## src/rtl/mdio_pkg.sv

```systemverilog
// Shared constants, field widths and FSM state encoding for the MDIO PHY target.
package mdio_pkg;

  localparam logic [1:0] OP_WRITE   = 2'b01;
  localparam logic [1:0] OP_READ    = 2'b10;
  localparam logic [1:0] ST_PATTERN = 2'b01;

  localparam int unsigned ST_W       = 2;
  localparam int unsigned OP_W       = 2;
  localparam int unsigned PHYAD_W    = 5;
  localparam int unsigned REGAD_W    = 5;
  localparam int unsigned TA_W       = 2;
  localparam int unsigned DATA_W     = 16;
  localparam int unsigned FRAME_BITS = 32;

  // Bit times left in the frame once a frame is known not to concern us.
  localparam logic [4:0] SKIP_AFTER_OP  = 5'(FRAME_BITS - ST_W - OP_W);
  localparam logic [4:0] SKIP_AFTER_PHY = 5'(FRAME_BITS - ST_W - OP_W - PHYAD_W);
  // Rises seen while driving: second TA bit plus every data bit.
  localparam logic [4:0] RD_RISES       = 5'(DATA_W + 1);

  typedef enum logic [2:0] {
    S_IDLE,
    S_OP,
    S_PHY,
    S_REG,
    S_TA,
    S_WDATA,
    S_RDATA,
    S_SKIP
  } mdio_state_e;

endpackage

```

## src/rtl/mdio_edge_det.sv

```systemverilog
// Registers MDC in the clk domain and produces single-clk rise/fall pulses.
module mdio_edge_det (
  input  logic clk_i,
  input  logic rst_i,
  input  logic mdc_i,
  output logic rise_o,
  output logic fall_o
);

  logic mdc_q;

  // Previous MDC level for edge detection.
  always_ff @(posedge clk_i or posedge rst_i) begin
    if (rst_i) mdc_q <= 1'b0;
    else       mdc_q <= mdc_i;
  end

  assign rise_o = mdc_i & ~mdc_q;
  assign fall_o = ~mdc_i & mdc_q;

endmodule

```

## src/rtl/mdio_phy_slave.sv

```systemverilog
// Clause-22 MDIO PHY target: frame decoder FSM, read shifter and register bank.
module mdio_phy_slave
  import mdio_pkg::*;
#(
  parameter logic [4:0]  PHY_ADDR = 5'd1,
  parameter int unsigned NUM_REGS = 8,
  parameter logic [31:0] PHY_ID   = 32'h0141_0CB0
) (
  input  logic        clk,
  input  logic        RESET,
  input  logic        MDC,
  input  logic        MDIO_OUT,
  input  logic        MDIO_OE,
  output logic        MDIO_IN,
  output logic        SLV_OE,
  output logic        WR_STROBE,
  output logic [4:0]  WR_ADDR,
  output logic [15:0] WR_DATA,
  output logic        FRAME_ERR
);

  localparam int unsigned IDXW       = (NUM_REGS > 1) ? $clog2(NUM_REGS) : 1;
  localparam logic [5:0]  NUM_REGS_L = 6'(NUM_REGS);

  mdio_state_e state_q, state_d;
  logic [4:0]  cnt_q, cnt_d;
  logic [15:0] sh_q, sh_d;
  logic [1:0]  hist_q, hist_d;
  logic        is_read_q, is_read_d;
  logic [4:0]  regad_q, regad_d;
  logic        mdio_in_q, mdio_in_d;
  logic        slv_oe_q, slv_oe_d;
  logic        wr_strobe_q, wr_strobe_d;
  logic [4:0]  wr_addr_q, wr_addr_d;
  logic [15:0] wr_data_q, wr_data_d;
  logic        frame_err_q, frame_err_d;
  logic [15:0] regs_q [NUM_REGS];
  logic [15:0] regs_d [NUM_REGS];
  logic [15:0] rd_word;
  logic        rise, fall, sample, commit;

  mdio_edge_det u_edge (
    .clk_i  (clk),
    .rst_i  (RESET),
    .mdc_i  (MDC),
    .rise_o (rise),
    .fall_o (fall)
  );

  assign sample = rise & MDIO_OE;

  // Read word selection: ID registers, unimplemented space, then the bank.
  always_comb begin
    if (regad_q == 5'd2)                 rd_word = PHY_ID[31:16];
    else if (regad_q == 5'd3)            rd_word = PHY_ID[15:0];
    else if ({1'b0, regad_q} >= NUM_REGS_L) rd_word = '1;
    else                                 rd_word = regs_q[regad_q[IDXW-1:0]];
  end

  // Frame decoder: next state, shifter, counters and output registers.
  always_comb begin
    state_d     = state_q;
    cnt_d       = cnt_q;
    sh_d        = sh_q;
    hist_d      = hist_q;
    is_read_d   = is_read_q;
    regad_d     = regad_q;
    mdio_in_d   = mdio_in_q;
    slv_oe_d    = slv_oe_q;
    wr_strobe_d = 1'b0;
    wr_addr_d   = wr_addr_q;
    wr_data_d   = wr_data_q;
    frame_err_d = 1'b0;
    commit      = 1'b0;
    case (state_q)
      S_IDLE: begin
        if (!MDIO_OE) begin
          hist_d = '1;
        end else if (sample) begin
          hist_d = {hist_q[0], MDIO_OUT};
          if ({hist_q[0], MDIO_OUT} == ST_PATTERN) begin
            state_d = S_OP;
            cnt_d   = '0;
            hist_d  = '1;
          end
        end
      end
      S_OP, S_PHY, S_REG: begin
        if (!MDIO_OE) begin
          state_d     = S_IDLE;
          frame_err_d = 1'b1;
        end else if (sample) begin
          sh_d  = {sh_q[14:0], MDIO_OUT};
          cnt_d = cnt_q + 5'd1;
          if (state_q == S_OP && cnt_q == 5'(OP_W - 1)) begin
            cnt_d = '0;
            if ({sh_q[0], MDIO_OUT} == OP_WRITE) begin
              is_read_d = 1'b0;
              state_d   = S_PHY;
            end else if ({sh_q[0], MDIO_OUT} == OP_READ) begin
              is_read_d = 1'b1;
              state_d   = S_PHY;
            end else begin
              state_d     = S_SKIP;
              cnt_d       = SKIP_AFTER_OP;
              frame_err_d = 1'b1;
            end
          end else if (state_q == S_PHY && cnt_q == 5'(PHYAD_W - 1)) begin
            cnt_d = '0;
            if ({sh_q[3:0], MDIO_OUT} == PHY_ADDR) begin
              state_d = S_REG;
            end else begin
              state_d = S_SKIP;
              cnt_d   = SKIP_AFTER_PHY;
            end
          end else if (state_q == S_REG && cnt_q == 5'(REGAD_W - 1)) begin
            cnt_d   = '0;
            regad_d = {sh_q[3:0], MDIO_OUT};
            state_d = S_TA;
          end
        end
      end
      S_TA: begin
        if (is_read_q) begin
          // cnt_q marks that the first TA rise has been seen; drive from the next fall.
          if (rise) begin
            cnt_d = 5'd1;
          end else if (fall && cnt_q != '0) begin
            slv_oe_d  = 1'b1;
            mdio_in_d = 1'b0;
            sh_d      = rd_word;
            cnt_d     = '0;
            state_d   = S_RDATA;
          end
        end else if (sample) begin
          if (cnt_q == 5'(TA_W - 1)) begin
            cnt_d   = '0;
            state_d = S_WDATA;
          end else begin
            cnt_d = cnt_q + 5'd1;
          end
        end
      end
      S_WDATA: begin
        // cnt_q == DATA_W is the commit clk that follows the last data rise.
        if (cnt_q == 5'(DATA_W)) begin
          commit      = 1'b1;
          wr_strobe_d = 1'b1;
          wr_addr_d   = regad_q;
          wr_data_d   = sh_q;
          state_d     = S_IDLE;
        end else if (!MDIO_OE) begin
          state_d     = S_IDLE;
          frame_err_d = 1'b1;
        end else if (sample) begin
          sh_d  = {sh_q[14:0], MDIO_OUT};
          cnt_d = cnt_q + 5'd1;
        end
      end
      S_RDATA: begin
        if (rise) begin
          cnt_d = cnt_q + 5'd1;
        end else if (fall) begin
          if (cnt_q == RD_RISES) begin
            slv_oe_d  = 1'b0;
            mdio_in_d = 1'b1;
            state_d   = S_IDLE;
          end else begin
            mdio_in_d = sh_q[15];
            sh_d      = {sh_q[14:0], 1'b0};
          end
        end
      end
      S_SKIP: begin
        if (rise) begin
          if (cnt_q <= 5'd1) state_d = S_IDLE;
          else               cnt_d   = cnt_q - 5'd1;
        end
      end
      default: state_d = S_IDLE;
    endcase
  end

  // Register bank update on a committed write; reg0 bit15 clears every R/W register.
  always_comb begin
    regs_d = regs_q;
    if (commit) begin
      if (regad_q == 5'd0 && sh_q[15]) begin
        for (int unsigned i = 0; i < NUM_REGS; i++) regs_d[i] = '0;
      end else if (regad_q != 5'd2 && regad_q != 5'd3 && {1'b0, regad_q} < NUM_REGS_L) begin
        regs_d[regad_q[IDXW-1:0]] = (regad_q == 5'd0) ? {1'b0, sh_q[14:0]} : sh_q;
      end
    end
  end

  // FSM and datapath state.
  always_ff @(posedge clk or posedge RESET) begin
    if (RESET) begin
      state_q     <= S_IDLE;
      cnt_q       <= '0;
      sh_q        <= '0;
      hist_q      <= '1;
      is_read_q   <= 1'b0;
      regad_q     <= '0;
      mdio_in_q   <= 1'b1;
      slv_oe_q    <= 1'b0;
      wr_strobe_q <= 1'b0;
      wr_addr_q   <= '0;
      wr_data_q   <= '0;
      frame_err_q <= 1'b0;
    end else begin
      state_q     <= state_d;
      cnt_q       <= cnt_d;
      sh_q        <= sh_d;
      hist_q      <= hist_d;
      is_read_q   <= is_read_d;
      regad_q     <= regad_d;
      mdio_in_q   <= mdio_in_d;
      slv_oe_q    <= slv_oe_d;
      wr_strobe_q <= wr_strobe_d;
      wr_addr_q   <= wr_addr_d;
      wr_data_q   <= wr_data_d;
      frame_err_q <= frame_err_d;
    end
  end

  // Register bank storage.
  always_ff @(posedge clk or posedge RESET) begin
    if (RESET) begin
      for (int unsigned i = 0; i < NUM_REGS; i++) regs_q[i] <= '0;
    end else begin
      regs_q <= regs_d;
    end
  end

  assign MDIO_IN   = mdio_in_q;
  assign SLV_OE    = slv_oe_q;
  assign WR_STROBE = wr_strobe_q;
  assign WR_ADDR   = wr_addr_q;
  assign WR_DATA   = wr_data_q;
  assign FRAME_ERR = frame_err_q;

endmodule
```

## config.mk

```make
export PLATFORM = sky130hd
export DESIGN_NAME = mdio_phy_slave
export DESIGN_NICKNAME = d
export VERILOG_FILES = /design/src/rtl/mdio_pkg.sv /design/src/rtl/mdio_edge_det.sv /design/src/rtl/mdio_phy_slave.sv
export SDC_FILE = /design/constraint.sdc
export NUM_CORES = 1
export LEC_CHECK = 0
export ABC_AREA = 1
export CORE_UTILIZATION = 30
export CTS_CLUSTER_SIZE = 30
export DETAILED_ROUTE_END_ITERATION = 12
export PLACE_DENSITY = 0.46
export SLEW_MARGIN = 20
export SYNTH_ARGS = -nofsm -noshare
export SYNTH_HDL_FRONTEND = slang
export SYNTH_HIERARCHICAL = 1
export SYNTH_SLANG_ARGS = --single-unit
```

## constraint.sdc

```tcl
create_clock -name clk -period 13.3 [get_ports clk]
set_input_delay 2.66 -clock clk [delete_from_list [all_inputs] [get_ports clk]]
set_output_delay 2.66 -clock clk [all_outputs]
set_load 0.02 [all_outputs]
```

Word level (Yosys, flattened, before mapping)
Index checks and enable logic that the tools add are counted.
- input port bits: 5
- flip-flop bits (word level): 185
- output and inout bits: 25
- word-level logic and storage cells: 207
- muxes and demuxes: 98
- eq/ne operators: 47
- bitwise operators: 8
- magnitude comparators: 5
- reduce and logical (&&, ||, !) cells: 26
- add/sub/neg operators: 2
- operators by type and width (kind ; number):
    $mux 128 ; 2
    $mux 16 ; 16
    $bwmux 128 ; 1
    $mux 5 ; 22
    $mux 3 ; 23
    $pmux 16 s4 ; 1
    $bmux 16 s3 ; 1
    $demux 16 s3 ; 1
    $ne 2x2->1 const B ; 19
    $pmux 5 s6 ; 1
    $mux 1 ; 26
    $ne 3x3->1 const B ; 6
    $pmux 3 s6 ; 1
    $reduce_and 15->1 ; 1
    $reduce_and 13->1 ; 1
    $eq 3x3->1 const B ; 4
    $reduce_and 6->1 ; 2
    $eq 5x1->1 const B ; 2
    $eq 5x2->1 const B ; 2
    $eq 5x5->1 const B ; 2
    $ne 5x2->1 const B ; 2
    $logic_and 1x1->1 ; 8
    $reduce_and 8->1 ; 1
    $reduce_and 7->1 ; 1
    other kinds (27) ; 40

Depth between registers and ports, before layout
- depth after elaboration: 11
- depth in mapped cells: 13
- depth with buffers taken out: 13

By module
Netlist, hierarchy kept.
- by module, submodules not included (module ; area each (um^2) ; sequential area each (um^2) ; times used ; cells an instance):
    mdio_phy_slave ; 7582.3 ; 3806.2 ; 1 ; 964
    mdio_edge_det ; 43.8 ; 25.0 ; 1 ; 6

Least setup slack after synthesis
OpenSTA, ideal clock, no wires.
- path type: input to register
- start point: in MDC
- end point: reg cnt_q[0]
- arrival: 3.829 ns
- path slack: 9.406 ns
- required time: 13.235 ns
- buffers on the path: 1
- library setup time: 0.065 ns
- stages on the path: 13
- path through: inv_1 > nor2_1 > buf_2 > nand2_1 > inv_1 > nand2_1 > a21oi_1 > nand2_1 > inv_1 > nand2_1 > nor2_1 > nand2_1 > nand2_1
- elaborated cells on any way between the ends: 16
- classes of those cells: eq/ne (7); mux (3); bitwise (4); reduce/logical (2)
- RTL lines (element ; RTL line ; RTL):
    start: declaration ; mdio_phy_slave.sv:11 ; input logic MDC,
    $and 1x1->1 * ; mdio_edge_det.sv:18 ; assign rise_o = mdc_i & ~mdc_q;
    via rise ; mdio_phy_slave.sv:40 ; logic rise, fall, sample, commit;
    $and 1x1->1 or $mux 5 (tied branches) ; mdio_phy_slave.sv:50, mdio_phy_slave.sv:126 ;
    $ne 3x3->1 (no line), or another cell as far along ; -- ;
    $reduce_and 13->1 (no line) or $pmux 5 s6 (tied branches) ; -- ;
    end signal: assignment ; mdio_phy_slave.sv:213 ; cnt_q <= cnt_d;
    end: declaration ; mdio_phy_slave.sv:26 ; logic [4:0] cnt_q, cnt_d;
The timed path passes the listed nets; every way through them passes the cells marked *.
A chain may end at the register's enable or synchronous reset.

Worst setup path after layout
- start point: in MDC
- end point: reg sh_q[7]
- cells in the longest elaborated chain, start to end: 6
- elaborated cells on any way between the ends: 14
- classes of those cells: eq/ne (4); mux (4); bitwise (4); reduce/logical (2)
- ends and longest elaborated chain (element ; RTL line ; RTL):
    $and 1x1->1 * ; mdio_edge_det.sv:18 ;
    via rise ; mdio_phy_slave.sv:40 ;
    $and 1x1->1 ; mdio_phy_slave.sv:50 ; assign sample = rise & MDIO_OE;
    $mux 16 (3 in series) ; -- ;
    $pmux 16 s4 ; -- ;
    end signal: assignment ; mdio_phy_slave.sv:201 ; sh_q <= '0;
    end signal: assignment ; mdio_phy_slave.sv:214 ; sh_q <= sh_d;
    end: declaration ; mdio_phy_slave.sv:27 ; logic [15:0] sh_q, sh_d;
The timed path passes the listed nets; every way through them passes the cells marked *. The select of a mux whose other input is x is not followed.

==> reports/results.ini <==
[clocking]
cts.sinks = 153
cts_made_buffers = 17
clock_latency_on_the_worst_skew_pair_ns = 0.43
hold_buffers = 0
cts-resized-gates = 0
postCtsSetupRepairBufs = 0
clock_tree.root_cell = sky130_fd_sc_hd__clkbuf_16
cts-root-to-sink-buffers = 2
worst_setup_hold_path_clk_slew_ns = 0.06
clock_tree.htree_level_count = 4
clock_tree_from_tritoncts = done

[power_and_ir_drop]
irDropWorstVdd_mv = 0.0674
power_density_nw_per_um2 = 171
power.static_leakage_nw = 4.11
p_total_mw = 1.50

[timing]
timing.final.max_slew_violations = 0
unrepaired_setup_endpoints_after_global_routing = no
max_clock_freq_ghz = 0.213
totalNegativeSetupSlack_ns = 0
hold_violations = 0
worst_clock_skew_ns = 0.0106
post-route-min-period_ns = 4.68
max-slew-margin-rel_pct = 36.1
timing_worst_slew_pin_value_ns = 0.957
setup_violations = 0
final.period_utilization_pct = 35.2

[synthesis]
synth.lib_cells_used.distinct = 35
synth.top_cells.by_area = sky130_fd_sc_hd__dfrtp_1 50%, sky130_fd_sc_hd__nand2_1 18%, sky130_fd_sc_hd__o21ai_0 4.6%, sky130_fd_sc_hd__o21ai_1 4.1%, sky130_fd_sc_hd__nor2_1 3.8%
syn_inst = 970
syn_area_per_cell_sq_um = 7.86
synth_flop_cell = sky130_fd_sc_hd__dfrtp_1
synth_sequential_area_ratio_pct = 50.2
ys_warn_count = 6
synth.cells.most_frequent = 367 x sky130_fd_sc_hd__nand2_1, 151 x sky130_fd_sc_hd__dfrtp_1, 78 x sky130_fd_sc_hd__nor2_1, 70 x sky130_fd_sc_hd__o21ai_0, 68 x sky130_fd_sc_hd__inv_1
netlist_area_sq_um = 7630
ys_ff_latch = 153
share_of_yosys_cell_area_claimed_by_the_top_area_cell_type_pct = 49.5
synth_top_cell_by_area = sky130_fd_sc_hd__dfrtp_1
edff_count_synth = 0
syn_nets = 980
asr_flop_ratio_synth_pct = 100
synth_most_common_cell = sky130_fd_sc_hd__nand2_1

[worst_setup_path]
worst-setup-path-type = in -> reg
critPathArrivalTime_ns = 5.05
timing.reg2reg.setup_slack_ns = 9.97
cp_data_required_time_ns = 13.67
critical_path.startpoint_type = primary input
setup.worst_path.end_class = flip-flop
critPathMaxFanout = 22

[placement]
gpl.final_weighted_congestion = 0.849
dp.final_hpwl_microns = 14300
place.port_buffers = 29

[detailed_routing]
drt_drc_violations_left = 0
drt.antenna.violating_nets = 0
initialDrtViolationCount = 471
drt-vias-per-instance = 4.84
via_count = 6401
wl_microns = 21900
avgRoutedWirePerCell_microns = 16.6
drtPass1Iterations = 5

[floorplan]
chipWidth_microns = 161
die_area_sq_um = 26100
floorplan.core_area_sq_um = 24600
chipHeight_microns = 161
row_count = 57
num_ports = 30
start_util_pct = 31.0

[layout]
design.final.nets = 995
layout-drive-gt1-share_pct = 7.01
antenna_cells_inserted = 0
seq_area_sq_um = 3830
n_fill_cell = 2604
multi_input_comb_area_sq_um = 3290
syn2layout_area_growth_pct = 14.7

[outcome]
run_status = finished clean

[global_route]
grt_pass1_vias = 6419
grt_pass1_wl_microns = 35900
grt_start_max_net_pins = 91
grtUsageTotal_pct = 18.0
initial_antenna_violation_count = 0
grt-ovfl-total = 0

[run]
max_cap_violations = 0

[min_path]
timing.hold.worst.class = reg -> reg

-- report_power, final --
group,internal (mW),switching [mW],leakage (nW)
clock,0.294,0.205,0.298
combinational,0.136,0.274,1.71
sequential,0.524,0.0626,2.10
-- kinds of logic (layout without fill, tap and decap cells) --
| logic type | count (synthesis) | count (layout) | share of synthesized area (%) |
|---|---|---|---|
| adder cells (fa/ha/maj) | 5 | 5 | 0.820 |
| AO/OA/AOI/OAI | 168 | 168 | 11.8 |
| AND/OR/NAND/NOR | 527 | 527 | 29.9 |
| XOR/XNOR | 5 | 5 | 0.574 |
| flip-flops | 153 | 153 | 50.2 |
| buffers and inverters | 112 | 140 | 6.63 |
-- path summary, 6_finish.rpt --
path,startpoint,to,cells past startpoint
max,MDC,sh_q[7]$_DFFE_PP0P_,11
min,WR_DATA[8]$_DFFE_PP0N_,WR_DATA[8]$_DFFE_PP0N_,2
max reg2reg,regad_q[2]$_DFFE_PP0P_,regs_q[3]$_DFFE_PP0P_,9
min reg2reg,WR_DATA[8]$_DFFE_PP0N_,WR_DATA[8]$_DFFE_PP0N_,2
max in group asynchronous,RESET,regs_q[118]$_DFFE_PP0P_,3
min in group asynchronous,RESET,u_edge/mdc_q$_DFF_PP0_,2
-- stage by stage --
step                      cells  worst slack, ns  area, sq um  utilization (%)  hold slack (ns)
after floorplan             970             6.55         7630                -            0.436
after global placement     1290             8.31         8140             33.1            0.458
after detailed placement   1290             8.22         8140             33.1            0.463
after CTS                  1322             8.68         8750             35.6            0.477
after global routing       1322             8.40         8750             35.6            0.499
final                      1322             8.62         8750             35.6            0.472
-- cells in the final DEF (no fill, tap or decap), types with 6 or more instances in the layout --
cell type	instances
sky130_fd_sc_hd__nand2_1	367
sky130_fd_sc_hd__a21oi_1	12
sky130_fd_sc_hd__o21ai_0	70
sky130_fd_sc_hd__inv_1	67
sky130_fd_sc_hd__nand3_1	45
sky130_fd_sc_hd__o221ai_1	7
sky130_fd_sc_hd__nand4_1	10
sky130_fd_sc_hd__nor2_1	77
sky130_fd_sc_hd__clkdlybuf4s50_1	29
sky130_fd_sc_hd__clkbuf_16	17
sky130_fd_sc_hd__dfrtp_1	151
sky130_fd_sc_hd__buf_4	6
sky130_fd_sc_hd__nand3_4	11
sky130_fd_sc_hd__o21ai_1	62
sky130_fd_sc_hd__o22ai_1	9
-- layout make-up --
class | count | share of cell area, %
Sequential cell | 153 | 43.8
Multi-Input combinational cell | 705 | 37.6
Clock buffer | 20 | 5.33
Tap cell | 324 | 4.63
Timing Repair Buffer | 35 | 3.83
Inverter | 73 | 3.20
Clock inverter | 12 | 1.59
-- state kept, by name, indices dropped and copies added, names as in the netlist, 3 cells and up --
register / count
WR_DATA: 16
sh_q: 16
WR_ADDR: 5
regs_q: 96
cnt_q: 5
regad_q: 5
state_q: 3
-- worst max-delay path: stages --
cell	delay, ns
sky130_fd_sc_hd__clkdlybuf4s50_1	0.50
sky130_fd_sc_hd__inv_1	0.04
sky130_fd_sc_hd__nor2_1	0.48
sky130_fd_sc_hd__nand2_1	0.19
sky130_fd_sc_hd__inv_1	0.14
sky130_fd_sc_hd__nand2_1	0.10
sky130_fd_sc_hd__a21oi_1	0.13
sky130_fd_sc_hd__nand2_1	0.42
sky130_fd_sc_hd__nor2_1	0.25
sky130_fd_sc_hd__nand2_1	0.07
sky130_fd_sc_hd__nand2_1	0.05
-- per-layer routing --
metal / share of wire, % / track usage, % / vias to the layer above
met5: 0 / 0 / -
met3: 3.3 / 3.42 / 20
met2: 45 / 28.0 / 134
met1: 50 / 25.5 / 3072
li1: - / - / 3175
met4: 1.5 / 5.15 / 0
No activity file was read; power rests on OpenSTA's default activity.
